===== src/rtl/i2s_pkg.sv =====
// ============================================================================
// Module  : i2s_pkg
// Brief   : Shared I2S framing constants and transmitter state type.
// Revision: 1.0 - initial release
// ============================================================================
`default_nettype none

package i2s_pkg;

    localparam int I2S_SAMPLE_WIDTH = 24;
    localparam int I2S_SLOT_BITS    = 32;
    localparam int I2S_FRAME_BITS   = 2 * I2S_SLOT_BITS;

    typedef enum logic [0:0] {
        TX_IDLE = 1'b0,
        TX_RUN  = 1'b1
    } tx_state_t;

endpackage

`default_nettype wire


===== src/rtl/i2s_transmitter_if.sv =====
// ============================================================================
// Module  : i2s_transmitter_if
// Brief   : Stereo sample-pair valid/ready bus feeding the I2S transmitter.
// Revision: 1.0 - initial release
// ============================================================================
`default_nettype none

interface i2s_transmitter_if
    import i2s_pkg::*;
#(
    parameter int SAMPLE_WIDTH = I2S_SAMPLE_WIDTH
);

    logic [SAMPLE_WIDTH-1:0] left_in;
    logic [SAMPLE_WIDTH-1:0] right_in;
    logic                    in_valid;
    logic                    in_ready;

    modport master (
        output left_in,
        output right_in,
        output in_valid,
        input  in_ready
    );

    modport slave (
        input  left_in,
        input  right_in,
        input  in_valid,
        output in_ready
    );

endinterface

`default_nettype wire


===== src/rtl/i2s_transmitter.sv =====
// ============================================================================
// Module  : i2s_transmitter
// Brief   : Philips I2S serialiser, 64 SCK frames, one-pair holding buffer.
// Revision: 1.0 - initial release
// ============================================================================
`default_nettype none

module i2s_transmitter
    import i2s_pkg::*;
#(
    parameter int SAMPLE_WIDTH = I2S_SAMPLE_WIDTH,
    parameter int SLOT_BITS    = I2S_SLOT_BITS
) (
    input  logic             i2s_clk,
    input  logic             reset_n,
    input  logic             en,
    i2s_transmitter_if.slave tx,
    output logic             SCK,
    output logic             WS,
    output logic             SD,
    output logic             underrun
);

    localparam int                 c_frame_bits = 2 * SLOT_BITS;
    localparam int                 c_cnt_w      = $clog2(c_frame_bits);
    localparam logic [c_cnt_w-1:0] c_last       = c_cnt_w'(c_frame_bits - 1);
    localparam logic [c_cnt_w-1:0] c_slot       = c_cnt_w'(SLOT_BITS);
    localparam logic [c_cnt_w-1:0] c_sw         = c_cnt_w'(SAMPLE_WIDTH);
    localparam logic [c_cnt_w-1:0] c_one        = c_cnt_w'(1);

    logic [1:0]              r_rst_sync;
    logic                    w_rst_n;

    tx_state_t               r_state;
    logic [c_cnt_w-1:0]      r_bit_cnt;
    logic                    r_full;
    logic [SAMPLE_WIDTH-1:0] r_buf_l;
    logic [SAMPLE_WIDTH-1:0] r_buf_r;
    logic [SAMPLE_WIDTH-1:0] r_frm_l;
    logic [SAMPLE_WIDTH-1:0] r_frm_r;
    logic                    r_in_ready;
    logic                    r_ws;
    logic                    r_sd;
    logic                    r_underrun;

    logic                    w_boundary;
    logic                    w_take;
    tx_state_t               w_state_nx;
    logic [c_cnt_w-1:0]      w_bit_cnt_nx;
    logic                    w_full_nx;
    logic [SAMPLE_WIDTH-1:0] w_buf_l_nx;
    logic [SAMPLE_WIDTH-1:0] w_buf_r_nx;
    logic [SAMPLE_WIDTH-1:0] w_frm_l_nx;
    logic [SAMPLE_WIDTH-1:0] w_frm_r_nx;
    logic                    w_underrun_nx;

    logic                    w_right;
    logic [c_cnt_w-1:0]      w_pos;
    logic [c_cnt_w-1:0]      w_shift;
    logic [SAMPLE_WIDTH-1:0] w_word;
    logic                    w_ws_nx;
    logic                    w_sd_nx;

    // Reset asserts asynchronously but leaves on a clock edge.
    always_ff @(posedge i2s_clk or negedge reset_n) begin
        if (!reset_n) begin
            r_rst_sync <= 2'b00;
        end else begin
            r_rst_sync <= {r_rst_sync[0], 1'b1};
        end
    end
    assign w_rst_n = r_rst_sync[1];

    always_comb begin
        w_boundary    = (r_state == TX_IDLE) || (r_bit_cnt == c_last);
        w_take        = tx.in_valid && r_in_ready;
        w_state_nx    = r_state;
        w_bit_cnt_nx  = r_bit_cnt + c_one;
        w_full_nx     = r_full;
        w_buf_l_nx    = r_buf_l;
        w_buf_r_nx    = r_buf_r;
        w_frm_l_nx    = r_frm_l;
        w_frm_r_nx    = r_frm_r;
        w_underrun_nx = 1'b0;

        // in_ready mirrors ~full, so a load never meets a drain.
        if (w_take) begin
            w_buf_l_nx = tx.left_in;
            w_buf_r_nx = tx.right_in;
            w_full_nx  = 1'b1;
        end

        if (w_boundary) begin
            w_bit_cnt_nx = '0;
            if (!en) begin
                w_state_nx = TX_IDLE;
            end else begin
                w_state_nx = TX_RUN;
                if (r_full) begin
                    w_frm_l_nx = r_buf_l;
                    w_frm_r_nx = r_buf_r;
                    w_full_nx  = 1'b0;
                end else begin
                    w_frm_l_nx    = '0;
                    w_frm_r_nx    = '0;
                    w_underrun_nx = 1'b1;
                end
            end
        end
    end

    // Outputs derive from next state so registered WS/SD line up with bit_cnt.
    always_comb begin
        w_right = (w_bit_cnt_nx >= c_slot);
        w_pos   = w_right ? (w_bit_cnt_nx - c_slot) : w_bit_cnt_nx;
        w_word  = w_right ? w_frm_r_nx : w_frm_l_nx;
        w_shift = c_sw - w_pos;
        w_ws_nx = (w_state_nx == TX_RUN) && w_right;
        w_sd_nx = (w_state_nx == TX_RUN) && (w_pos != '0) && (w_pos <= c_sw) &&
                  (|(w_word & (SAMPLE_WIDTH'(1) << w_shift)));
    end

    always_ff @(posedge i2s_clk or negedge w_rst_n) begin
        if (!w_rst_n) begin
            r_state    <= TX_IDLE;
            r_bit_cnt  <= '0;
            r_full     <= 1'b0;
            r_buf_l    <= '0;
            r_buf_r    <= '0;
            r_frm_l    <= '0;
            r_frm_r    <= '0;
            r_in_ready <= 1'b0;
            r_ws       <= 1'b0;
            r_sd       <= 1'b0;
            r_underrun <= 1'b0;
        end else begin
            r_state    <= w_state_nx;
            r_bit_cnt  <= w_bit_cnt_nx;
            r_full     <= w_full_nx;
            r_buf_l    <= w_buf_l_nx;
            r_buf_r    <= w_buf_r_nx;
            r_frm_l    <= w_frm_l_nx;
            r_frm_r    <= w_frm_r_nx;
            r_in_ready <= !w_full_nx;
            r_ws       <= w_ws_nx;
            r_sd       <= w_sd_nx;
            r_underrun <= w_underrun_nx;
        end
    end

    assign SCK         = i2s_clk;
    assign WS          = r_ws;
    assign SD          = r_sd;
    assign underrun    = r_underrun;
    assign tx.in_ready = r_in_ready;

endmodule

`default_nettype wire


===== src/flat_wrapper.sv =====
// flat-port wrapper written by rule: the top's interface ports become plain ports
module i2s_transmitter_flat import i2s_pkg::*;
#(
    parameter int SAMPLE_WIDTH = I2S_SAMPLE_WIDTH,
    parameter int SLOT_BITS    = I2S_SLOT_BITS
)
  (i2s_clk, reset_n, en, SCK, WS, SD, underrun, tx_left_in, tx_right_in, tx_in_valid, tx_in_ready);
  i2s_transmitter_if #(.SAMPLE_WIDTH(SAMPLE_WIDTH)) tx_i ();
  input  logic i2s_clk;
  input  logic reset_n;
  input  logic en;
  output logic SCK;
  output logic WS;
  output logic SD;
  output logic underrun;
  input wire logic [$bits(tx_i.left_in)-1:0] tx_left_in;
  input wire logic [$bits(tx_i.right_in)-1:0] tx_right_in;
  input wire logic [$bits(tx_i.in_valid)-1:0] tx_in_valid;
  output wire logic [$bits(tx_i.in_ready)-1:0] tx_in_ready;
  assign tx_i.left_in = tx_left_in;
  assign tx_i.right_in = tx_right_in;
  assign tx_i.in_valid = tx_in_valid;
  assign tx_in_ready = tx_i.in_ready;
  i2s_transmitter #(.SAMPLE_WIDTH(SAMPLE_WIDTH), .SLOT_BITS(SLOT_BITS)) u_core (.i2s_clk(i2s_clk), .reset_n(reset_n), .en(en), .tx(tx_i), .SCK(SCK), .WS(WS), .SD(SD), .underrun(underrun));
endmodule

===== config.mk =====
export PLATFORM = sky130hd
export DESIGN_NAME = i2s_transmitter_flat
export DESIGN_NICKNAME = d
export VERILOG_FILES = /design/src/rtl/i2s_pkg.sv /design/src/rtl/i2s_transmitter_if.sv /design/src/rtl/i2s_transmitter.sv /design/src/flat_wrapper.sv
export SDC_FILE = /design/constraint.sdc
export NUM_CORES = 1
export LEC_CHECK = 0
export ABC_AREA = 1
export CAP_MARGIN = 10
export CORE_MARGIN = 2
export CORE_UTILIZATION = 52
export CTS_CLUSTER_DIAMETER = 80
export DETAILED_ROUTE_END_ITERATION = 8
export PLACE_DENSITY = 0.77
export SETUP_SLACK_MARGIN = 0.4
export SLEW_MARGIN = 20
export SYNTH_ARGS = -nofsm -noshare
export SYNTH_HDL_FRONTEND = slang
export SYNTH_SLANG_ARGS = --single-unit

===== constraint.sdc =====
create_clock -name i2s_clk -period 3.1 [get_ports i2s_clk]
set_clock_uncertainty 0.15 [all_clocks]
set_input_delay 0.465 -clock i2s_clk [delete_from_list [all_inputs] [get_ports i2s_clk]]
set_output_delay 0.465 -clock i2s_clk [all_outputs]
set_load 0.05 [all_outputs]

# --- Word level (Yosys, flattened, before mapping) ---
# Index checks and enable logic that the tools add are counted.
# W data, S select, Z words.
totals:
  regBits: 110
  latchBits: 0
  mem_bits_rw: 0
  rom_bits: 0
  in_bits: 52
  out_inout_bits: 5
  memories: 0
classes:
  addsub: 3
  multipliers: 0
  div: 0
  order_cmp: 2
  n_eq_ne: 1
  n_shift: 1
  muxes: 18
  bitwise: 2
  n_reduce_logical: 9
op_table:
  columns: ["cell", "count"]
  rows:
  - ["$mux W24", 7]
  - ["$and A24 B24 Y24", 1]
  - ["$reduce_or A24 Y1", 1]
  - ["$shl A1 B6 Y24 const A", 1]
  - ["$mux W6", 2]
  - ["$mux W1", 9]
  - ["$add A6 B1 Y6 const B", 1]
  - ["$eq A6 B6 Y1 const B", 1]
  - ["$ge A6 B6 Y1 const B", 1]
  - ["$le A6 B5 Y1 const B", 1]
  - ["$reduce_bool A6 Y1", 1]
  - ["$sub A5 B6 Y6 const A", 1]
  - ["$sub A6 B6 Y6 const B", 1]
  - ["$logic_and A1 B1 Y1", 5]
  - ["$logic_not A1 Y1", 1]
  - ["$logic_or A1 B1 Y1", 1]
  - ["$not A1 Y1", 1]

# --- Logic depth before layout (Yosys ltp) ---
logic_depth:
  ltp_word: 10
  mapped_depth: 15
  depth_no_buf: 14

==> results by group <==
Outcome
  – Status: finished clean

Power
  – Leak: 3.29 nW
  – Switching fraction of total power: 43.6%
  – Clock power frac: 17.8%
  – Reg power frac: 38.3%
  – Combinational power share: 43.9%
  – Worst VDD drop: 595 uV
  – Internal power: 0.00352 W
  – Net switching power: 0.00272 W
  – Power Density: 961 mW/mm2

Global route
  – Met3 usage: 3.87%
  – Number of global-route vias before repair: 4668
  – Total gr overflow: 0
  – Initial antenna violation count: 0
  – GR Util met1: 36.7%
  – Pin count of the biggest net entering global routing: 57
  – GR peak layer: met1
  – Total track usage: 24.5%
  – First-pass GRT wire length: 22.5 mm
  – Met2 GRT Util: 35.8%

Route
  – DRT iter0 DRCs: 401
  – Routed WL per cell: 14.0 um
  – Post-route ant nets: 0
  – Remaining DRCs: 0
  – Drt first pass iters: 7
  – Routed vias/inst: 5.27
  – DR vias: 5005
  – Total Wirelength: 13.3 mm

Floorplan
  – Core area: 0.0104 mm2
  – Initial Util: 53.8%
  – IO Count: 57
  – Chip Width: 108 um
  – Die area: 0.0116 mm2
  – Die Ht: 108 um
  – Num rows: 37

Logic synthesis
  – Avg Synthesized Cell Area: 7.25 um2
  – Post-synthesis adder-cell area fraction: 0.223%
  – Xor-xnor portion of the synthesized cell area: 0%
  – Synth Area in Compound Gates: 7.52%
  – Post-synthesis net count: 827
  – Mapped cell area: 0.00561 mm2
  – Yosys warns: 0
  – Register bit total from synthesis: 110
  – Yosys cell types: 24
  – Sequential fraction of the synthesis area: 49.1%
  – Gate Count Post-Synth: 774
  – Post-synthesis mux area share: 0%
  – Synth Area in Simple Gates: 34.2%
  – Main combinational cell family by area after synthesis: simple AND/OR/NAND/NOR gates

Worst setup path
  – Worst path max stage delay: 200 ps
  – Top cell family by delay on the critical path: buffers and inverters
  – WS Path Type: clk2out
  – Critical Path AT: 1970 ps
  – Critical Path RT: 2480 ps
  – Worst path most repeated cell: clkbuf_8
  – Worst Setup Start Kind: clock port
  – Slowest cell on the critical path: buf_2
  – Crit path max fanout: 2
  – Endpoint class of the critical path: output pin
  – WP buf/inv: 3
  – Cell Chain, Critical Path: clkbuf_8, clkbuf_8, buf_2

Cells and area
  – Layout cells sized above 1: 5.29%
  – Number of diodes: 0
  – Nets: 862
  – Most frequent cells in the layout: nand2_1, dfrtp_1, nand3_1, o21ai_0, inv_1
  – Area growth, synth to finish: 15.7%
  – Commonest non-fill, non-tap cell in the layout: nand2_1

Place
  – Dpl ws: 263 ps
  – HPWL after DPL: 9.11 mm
  – Port buffer count: 56
  – GPL Wtd Cong: 0.946

STA
  – Final Hold Viols: 0
  – Hold slack final: 217 ps
  – Slew headroom: 52.4%
  – Number of setup violations in the final report: 0
  – Worst slew pin tran: 713 ps
  – Setup TNS: 0 ps
  – Final Slew Violations: 0
  – RSZ-0062 raised after global routing: no
  – Final worst slack: 511 ps

CTS
  – Clock Latency Late Sink: 470 ps
  – CTS clk-pin slew, worst paths: 100 ps
  – CTS tree: built

Job
  – Maxcap violations: 0

Hold path
  – Hold Crit Class: reg2reg
[power groups by stage]
stage	clock (W)	combinational (W)	sequential [W]
finish	0.00111	0.00274	0.00239
global route	0.00119	0.00311	0.00247
CTS	0.00113	0.00266	0.00239
detailed placement	0.0000744	0.00263	0.00241
global placement	0.0000744	0.00258	0.00239
floorplan	0.0000695	0.00202	0.00237
[sequential cells by signal (all words and copies together), names as in the netlist]
name	cells
u_core.SD	1
u_core.WS	1
u_core.r_bit_cnt	6
u_core.r_buf_l	24
u_core.r_buf_r	24
u_core.r_frm_l	24
u_core.r_frm_r	24
u_core.r_full	1
u_core.r_rst_sync	2
u_core.r_state	1
u_core.tx.in_ready	1
u_core.underrun	1
[kinds of logic after synthesis]
kind of cell,Yosys count
adder cells (fa/ha/maj),1
flip-flops,110
AO/OA/AOI/OAI,80
buffers and inverters,118
AND/OR/NAND/NOR,464
other,1
[worst reg2reg max path: cells and delay by family, from the launching register on]
kind / cells / cell delay (ps)
DFF: 1 / 460
AOI/OAI and AO/OA: 1 / 80
buffers and inverters: 3 / 370
and+or+nand+nor: 10 / 1040
adders and majority gates: 1 / 260
[metal layers]
metal	routed length, um	vias to the layer above
met1	6360	2327
met4	303	0
met2	5960	153
li1	-	2497
met3	624	28
met5	0	-
[what timing repair did]
item,CTS,global route
gates cloned,0,0
setup buffers,0,1
hold endpoints to repair,2,0
hold buffers,1,0
pin swaps,0,1
resized for setup,6,5
endpoints found under the setup margin,2,1
[cells in the mapped netlist]
master	instances	area, um2
nand2_1	324	1220
dfrtp_1	110	2750
nand3_1	73	365
o21ai_0	72	360
inv_1	68	255
nor2_1	41	154
clkbuf_1	22	82.6
nand4_1	21	131
buf_2	15	75.1
buf_4	7	52.6
o21ai_1	5	25.0
buf_1	2	7.51
buf_6	2	22.5
nor3_1	2	10.0
a21oi_2	1	8.76
clkinv_1	1	3.75
conb_1	1	3.75
ha_1	1	12.5
inv_2	1	3.75
nand3_2	1	10.0
nand3_4	1	17.5
nor2_4	1	11.3
o21ai_2	1	8.76
o21bai_4	1	18.8
[final timing paths]
| kind | startpoint | end | slack, ps | depth (start not counted) |
|---|---|---|---|---|
| worst max-delay path | i2s_clk | SCK | 510 | 3 |
| max in group asynchronous | u_core.r_rst_sync[1] | u_core.r_bit_cnt[0] | 1820 | 1 |
| worst max register to register | u_core.r_bit_cnt[0] | u_core.SD | 630 | 15 |
| min in group asynchronous | u_core.r_rst_sync[1] | u_core.r_buf_l[9] | 230 | 0 |
| worst min register to register | u_core.r_rst_sync[0] | u_core.r_rst_sync[1] | 220 | 0 |
| worst min-delay path | u_core.r_rst_sync[0] | u_core.r_rst_sync[1] | 220 | 0 |
[through the flow]
step | cells | cell area [um2] | util, % | power [W]
after floorplan | 774 | 5610 | - | 0.00446
after global placement | 929 | 6190 | 59.5 | 0.00505
after detailed placement | 929 | 6190 | 59.5 | 0.00512
after CTS | 948 | 6460 | 62.0 | 0.00618
after global routing | 949 | 6490 | 62.3 | 0.00677
final | 949 | 6490 | 62.3 | 0.00624
[final cells by class]
| type | instances | area [um2] |
|---|---|---|
| Fill cell | 944 | 3920 |
| Sequential cell | 110 | 2760 |
| Multi-Input combinational cell | 546 | 2360 |
| Timing Repair Buffer | 68 | 674 |
| Inverter | 70 | 267 |
| Clock buffer | 15 | 188 |
| Tap cell | 136 | 170 |
| Clock inverter | 4 | 72.6 |
(Power assumes the default switching activity.)
==> variant 1, RTL diff (same flow settings) <==
`r_buf_l` no longer has a reset.
--- a/src/rtl/i2s_transmitter.sv
+++ b/src/rtl/i2s_transmitter.sv
@@ -126,5 +126,4 @@
             r_bit_cnt  <= '0;
             r_full     <= 1'b0;
-            r_buf_l    <= '0;
             r_buf_r    <= '0;
             r_frm_l    <= '0;
@@ -138,5 +137,4 @@
             r_bit_cnt  <= w_bit_cnt_nx;
             r_full     <= w_full_nx;
-            r_buf_l    <= w_buf_l_nx;
             r_buf_r    <= w_buf_r_nx;
             r_frm_l    <= w_frm_l_nx;
@@ -147,4 +145,8 @@
             r_underrun <= w_underrun_nx;
         end
+    end
+
+    always_ff @(posedge i2s_clk) begin
+        r_buf_l <= w_buf_l_nx;
     end
 
Behaviour: no difference found for any inputs over 10 cycles, from zero or initial values and one cycle with reset_n low; that may be too few to reach the edited logic, so the function may still have changed.
==> variant 1 against the original RTL <==
  * Die area is 5.2% lower
  * Design area down 3.9%
  * Count of clock-buffer cells in the layout grew 1
  * Core utilization rose by 1.2 points
  * Worst setup slack improved by 1.4 ps
  * Routed wire length is 7.3% lower
  * Power is 7.3% lower
  * Sequential cell count stayed put
  * Synthesized area down 5.4%
  * Largest power group unchanged
  * Highest routed layer unchanged
==> variant 1: results (changes against the original RTL) <==
| Metric | Value |
|---|---|
| Share of layout cells above drive strength 1 | `6.834% (was 5.289%)` |
| Synth unique cells | `28 (was 24)` |
| Gpl congestion | `0.9126 (was 0.9458)` |
| Cell count after synthesis | `664 (was 774)` |
| Synth top cells by count | `228 x nand2_1, 86 x dfrtp_1, 82 x nand3_1 (was 324 x nand2_1, 110 x dfrtp_1, 73 x nand3_1)` |
| PortBufs | `56 (unchanged)` |
| Syn_nets | `717 (was 827)` |
| Final HPWL DP | `8.334 mm (was 9.107 mm)` |
| R2R Setup Slk | `590 ps (was 630 ps)` |
| Sequential share of the synthesized area | `54.14% (was 49.07%)` |
| Antenna violations before repair | `0 (unchanged)` |
| IR Drop Worst-Case VDD | `0.6095 mV (was 0.5951 mV)` |
| First-pass GRT wire length | `20.81 mm (was 22.47 mm)` |
| Layout Cells excl Fill | `850 (was 949)` |
| Reg2Reg Depth | `12 (was 15)` |
| Routed WL per cell | `14.46 µm (was 13.96 µm)` |
| Crit-path max FO | `2 (unchanged)` |
| Via count | `4,505 (was 5,005)` |
| Max-slew violation count | `0 (unchanged)` |
| Worst r2r src | `u_core.r_state$_DFF_PN0_ (was u_core.r_bit_cnt[0]$_DFF_PN0_)` |
| Number of synthesized flops with an enable pin | `24 (was 0)` |
| GRT met1 Usage | `34.50% (was 36.66%)` |
| Clk slew on worst S/H paths | `100 ps (about the same)` |
| Ys Warns | `0 (unchanged)` |
| Worst hold path class | `flop to asynchronous set/reset pin (was flop to flop)` |
| Vias in the first global route | `4,336 (was 4,668)` |
| Leakage power figure | `2.976 nW (was 3.293 nW)` |
| Nets | `765 (was 862)` |
| Dpl cell area | `0.005949 mm² (was 0.006193 mm²)` |
| Measured slew at the worst slew-check pin | `769.0 ps (was 713.3 ps)` |
| First-pass DRT Iterations | `8 (was 7)` |
| Setup Fix Bufs, Post-CTS | `0 (unchanged)` |
| Hold WS | `161.5 ps (was 216.7 ps)` |
| Worst reg2reg path endpoint | `u_core.SD$_DFF_PN0_ (unchanged)` |
| Antenna diode count | `0 (unchanged)` |
| Worst-Skew Late Latency | `490 ps (was 470 ps)` |
| Met2 Resource Use GR | `35.11% (was 35.85%)` |
| Largest net degree at the start of global routing | `85 (was 57)` |
| Drt first-iter violations | `266 (was 401)` |
| Async set-or-reset flop fraction in the synthesized netlist | `78.18% (was 100.0%)` |
| Met3 Use GR | `4.429% (was 3.874%)` |
| Top cells by area, synth | `dfrtp_1 41%, nand2_1 16%, edfxtp_1 14%, nand3_1 7.7%, o21ai_0 6.0% (was dfrtp_1 49%, nand2_1 22%, nand3_1 6.5%, o21ai_0 6.4%, inv_1 4.6%)` |
| Status | `complete, no violations (unchanged)` |
| GR Util All Layers | `23.85% (was 24.52%)` |
| DP Cell Count | `828 (was 929)` |
## variant 1: metal layers
layer  up-vias  part of all wire, %
met2       143                   46
met3        21                  5.8
met4         0                  2.3
li1       2229                    -
met5         -                    0
met1      2112                   46
## variant 1: worst max-delay path by stage
stage	start	end	slack, ps	depth (start not counted)
after floorplan	u_core.tx.in_ready$_DFF_PN0_	u_core.r_buf_l[0]$_DFFE_PP_	680	3
after global placement	i2s_clk	SCK	260	1
after detailed placement	i2s_clk	SCK	260	1
after CTS	u_core.r_bit_cnt[0]$_DFF_PN0_	u_core.SD$_DFF_PN0_	460	14
after global routing	u_core.r_state$_DFF_PN0_	u_core.SD$_DFF_PN0_	420	12
final	i2s_clk	SCK	510	3
## variant 1: per-stage QoR
step           worst slack, ps  util [%]
6_report                 512.9     63.54
5_1_grt                  424.6     63.54
4_1_cts                  455.4     62.84
3_5_place_dp             262.9     60.59
3_3_place_gp             262.9     60.59
2_1_floorplan            676.2         -
## variant 1: power by group
part           switching [mW]  internal (mW)  total [mW]
clock                   0.557          0.411       0.968
sequential              0.306           2.02        2.32
combinational            1.68          0.814        2.49
## variant 1: kinds of logic after synthesis
kind of cell             synth area share, %
buffers and inverters                  8.465
AND/OR/NAND/NOR                        30.16
flip-flops                             54.14
other                                0.07067
adder cells (fa/ha/maj)               0.2358
AO/OA/AOI/OAI                          6.932
## variant 1: final cells by class
class,instances,area [µm²]
flip-flops and latches,110,2878
clock buffers,16,191.4
repair buffers,69,698.2
fillers,866,3580
inverters,67,251.5
clock inverters,4,30.03
well taps,133,166.4
multi-input cells,451,2024
## variant 1: critical path, stage by stage
cell and delay [ps]:
clkbuf_8 110, clkbuf_8 110, buf_2 200
## variant 1: repair_timing
| action | CTS | global route |
|---|---|---|
| hold buffers | 1 | 0 |
| pin swaps | 0 | 1 |
| endpoints found under the setup margin | 1 | 1 |
| resized for setup | 5 | 6 |
| gates cloned | 0 | 1 |
| endpoints found under the hold margin | 2 | 0 |
==> variant 2, RTL diff (config.mk and constraints unchanged) <==
Without the edit above. The package constant `I2S_SLOT_BITS` goes from 32 to 64.
--- a/src/rtl/i2s_pkg.sv
+++ b/src/rtl/i2s_pkg.sv
@@ -9,5 +9,5 @@
 
     localparam int I2S_SAMPLE_WIDTH = 24;
-    localparam int I2S_SLOT_BITS    = 32;
+    localparam int I2S_SLOT_BITS    = 64;
     localparam int I2S_FRAME_BITS   = 2 * I2S_SLOT_BITS;
 
Function: no difference found for any inputs over 10 cycles, from zero or initial values and one cycle with reset_n low; that may be too few to reach the edited logic, so the function may still have changed.
==> variant 2 against the original RTL <==
  * Final cell count decreased by 12%
  * Synthesized area fell by 6.9%
  * Routed wire length fell by 11%
  * Design area down 3.2%
  * Global-route usage is 2.3 points lower
  * Sequential cell count grew 1
  * Worst setup slack worse by 0.94 ps
  * Core utilization rose by 1.9 points
  * Clock power shrank 6%
  * Count of clock-buffer cells in the layout did not move
  * Sequential power is 2% higher
  * Die area down 6.6%
  * Power grew 0.37%
  * Synthesized cell count fell by 17%
  * Largest power group unchanged
==> variant 2: results (changes against the original RTL) <==
| Metric | Value |
|---|---|
| Leakage power figure | `3.058 nW (was 3.293 nW)` |
| Area fraction in compound gates after synthesis | `11.16% (was 7.517%)` |
| Rel. slew slack | `48.86% (was 52.38%)` |
| Avg Synthesized Cell Area | `8.109 µm² (was 7.247 µm²)` |
| Largest net degree at the start of global routing | `59 (was 57)` |
| Reg2Reg Depth | `16 (was 15)` |
| DP Cell Count | `809 (was 929)` |
| Layout filler cell count | `843 (was 944)` |
| IR Drop Worst-Case VDD | `0.6012 mV (was 0.5951 mV)` |
| GR peak layer | `met2 (was met1)` |
| Internal | `3.631 mW (was 3.515 mW)` |
| GR Util All Layers | `22.24% (was 24.52%)` |
| Metal3 WL | `465 µm (was 624 µm)` |
| Routed wire length | `11.80 mm (was 13.25 mm)` |
| Gpl congestion | `0.8895 (was 0.9458)` |
| Routed met1 length | `5.055 mm (was 6.363 mm)` |
| Drt first-iter violations | `193 (was 401)` |
| Met2 Resource Use GR | `37.55% (was 35.85%)` |
| Fin area | `0.006282 mm² (was 0.006492 mm²)` |
| Nets | `751 (was 862)` |
| Sequential power | `2.44 mW (was 2.39 mW)` |
| Top cells by area, synth | `dfrtp_1 53%, nand2_1 14%, nand3_1 5.9%, inv_1 5.0%, o21ai_0 5.0% (was dfrtp_1 49%, nand2_1 22%, nand3_1 6.5%, o21ai_0 6.4%, inv_1 4.6%)` |
| Area share of the largest cell type after synthesis | `53.19% (was 49.07%)` |
| Dpl cell area | `0.005897 mm² (was 0.006193 mm²)` |
| Vias in the first global route | `4,332 (was 4,668)` |
| Sequential share of the synthesized area | `53.19% (was 49.07%)` |
| Met3 Use GR | `4.386% (was 3.874%)` |
| Share of layout cells above drive strength 1 | `8.405% (was 5.289%)` |
| Syn_nets | `698 (was 827)` |
| Clk pwr share | `16.6% (was 17.8%)` |
| Routed WL per cell | `14.13 µm (was 13.96 µm)` |
| GRT met1 Usage | `27.30% (was 36.66%)` |
| First-pass GRT wire length | `19.53 mm (was 22.47 mm)` |
| Status | `complete, no violations (unchanged)` |
| First-pass DRT Iterations | `5 (was 7)` |
| Vias per std cell | `5.251 (was 5.274)` |
[variant 2: changes by cell type after synthesis, moves of 9 or more]
cell / unedited run / this run
buf_2: 15 / 6
nand3_1: 73 / 62
o22ai_1: 0 / 16
o21ai_0: 72 / 52
nand2_1: 324 / 199
nand4_1: 21 / 7
[variant 2: cells by family after synthesis]
logic type                 after synthesis
buffers and inverters                  105
and+or+nand+nor                        323
xor gates and xnor gates                 1
AOI/OAI and AO/OA                      101
adders and majority gates                2
DFF                                    111
other                                    1
[variant 2: path summary, 6_finish.rpt]
| path | from | slack (ps) | end |
|---|---|---|---|
| hold / removal | u_core.r_rst_sync[0]$_DFF_PN0_ | 240 | u_core.r_rst_sync[1]$_DFF_PN0_ |
| min in group asynchronous | u_core.r_rst_sync[1]$_DFF_PN0_ | 260 | u_core.r_buf_l[4]$_DFFE_PN0P_ |
| hold reg to reg | u_core.r_rst_sync[0]$_DFF_PN0_ | 240 | u_core.r_rst_sync[1]$_DFF_PN0_ |
| setup / recovery | i2s_clk | 510 | SCK |
| max in group asynchronous | u_core.r_rst_sync[1]$_DFF_PN0_ | 1820 | u_core.r_frm_l[20]$_DFF_PN0_ |
| setup reg to reg | u_core.r_bit_cnt[0]$_DFF_PN0_ | 560 | u_core.SD$_DFF_PN0_ |
[variant 2: area by class of cell]
type                            count  area share (%)
Sequential cell                   111           44.27
Multi-Input combinational cell    431           33.80
Timing Repair Buffer               67           10.95
Inverter                           73           4.441
Clock buffer                       15           2.828
Tap cell                          133           2.649
Clock inverter                      5           1.056
[variant 2: worst max-delay path: stages]
cell and delay, ps:
clkbuf_8 110, clkbuf_8 120, buf_2 200
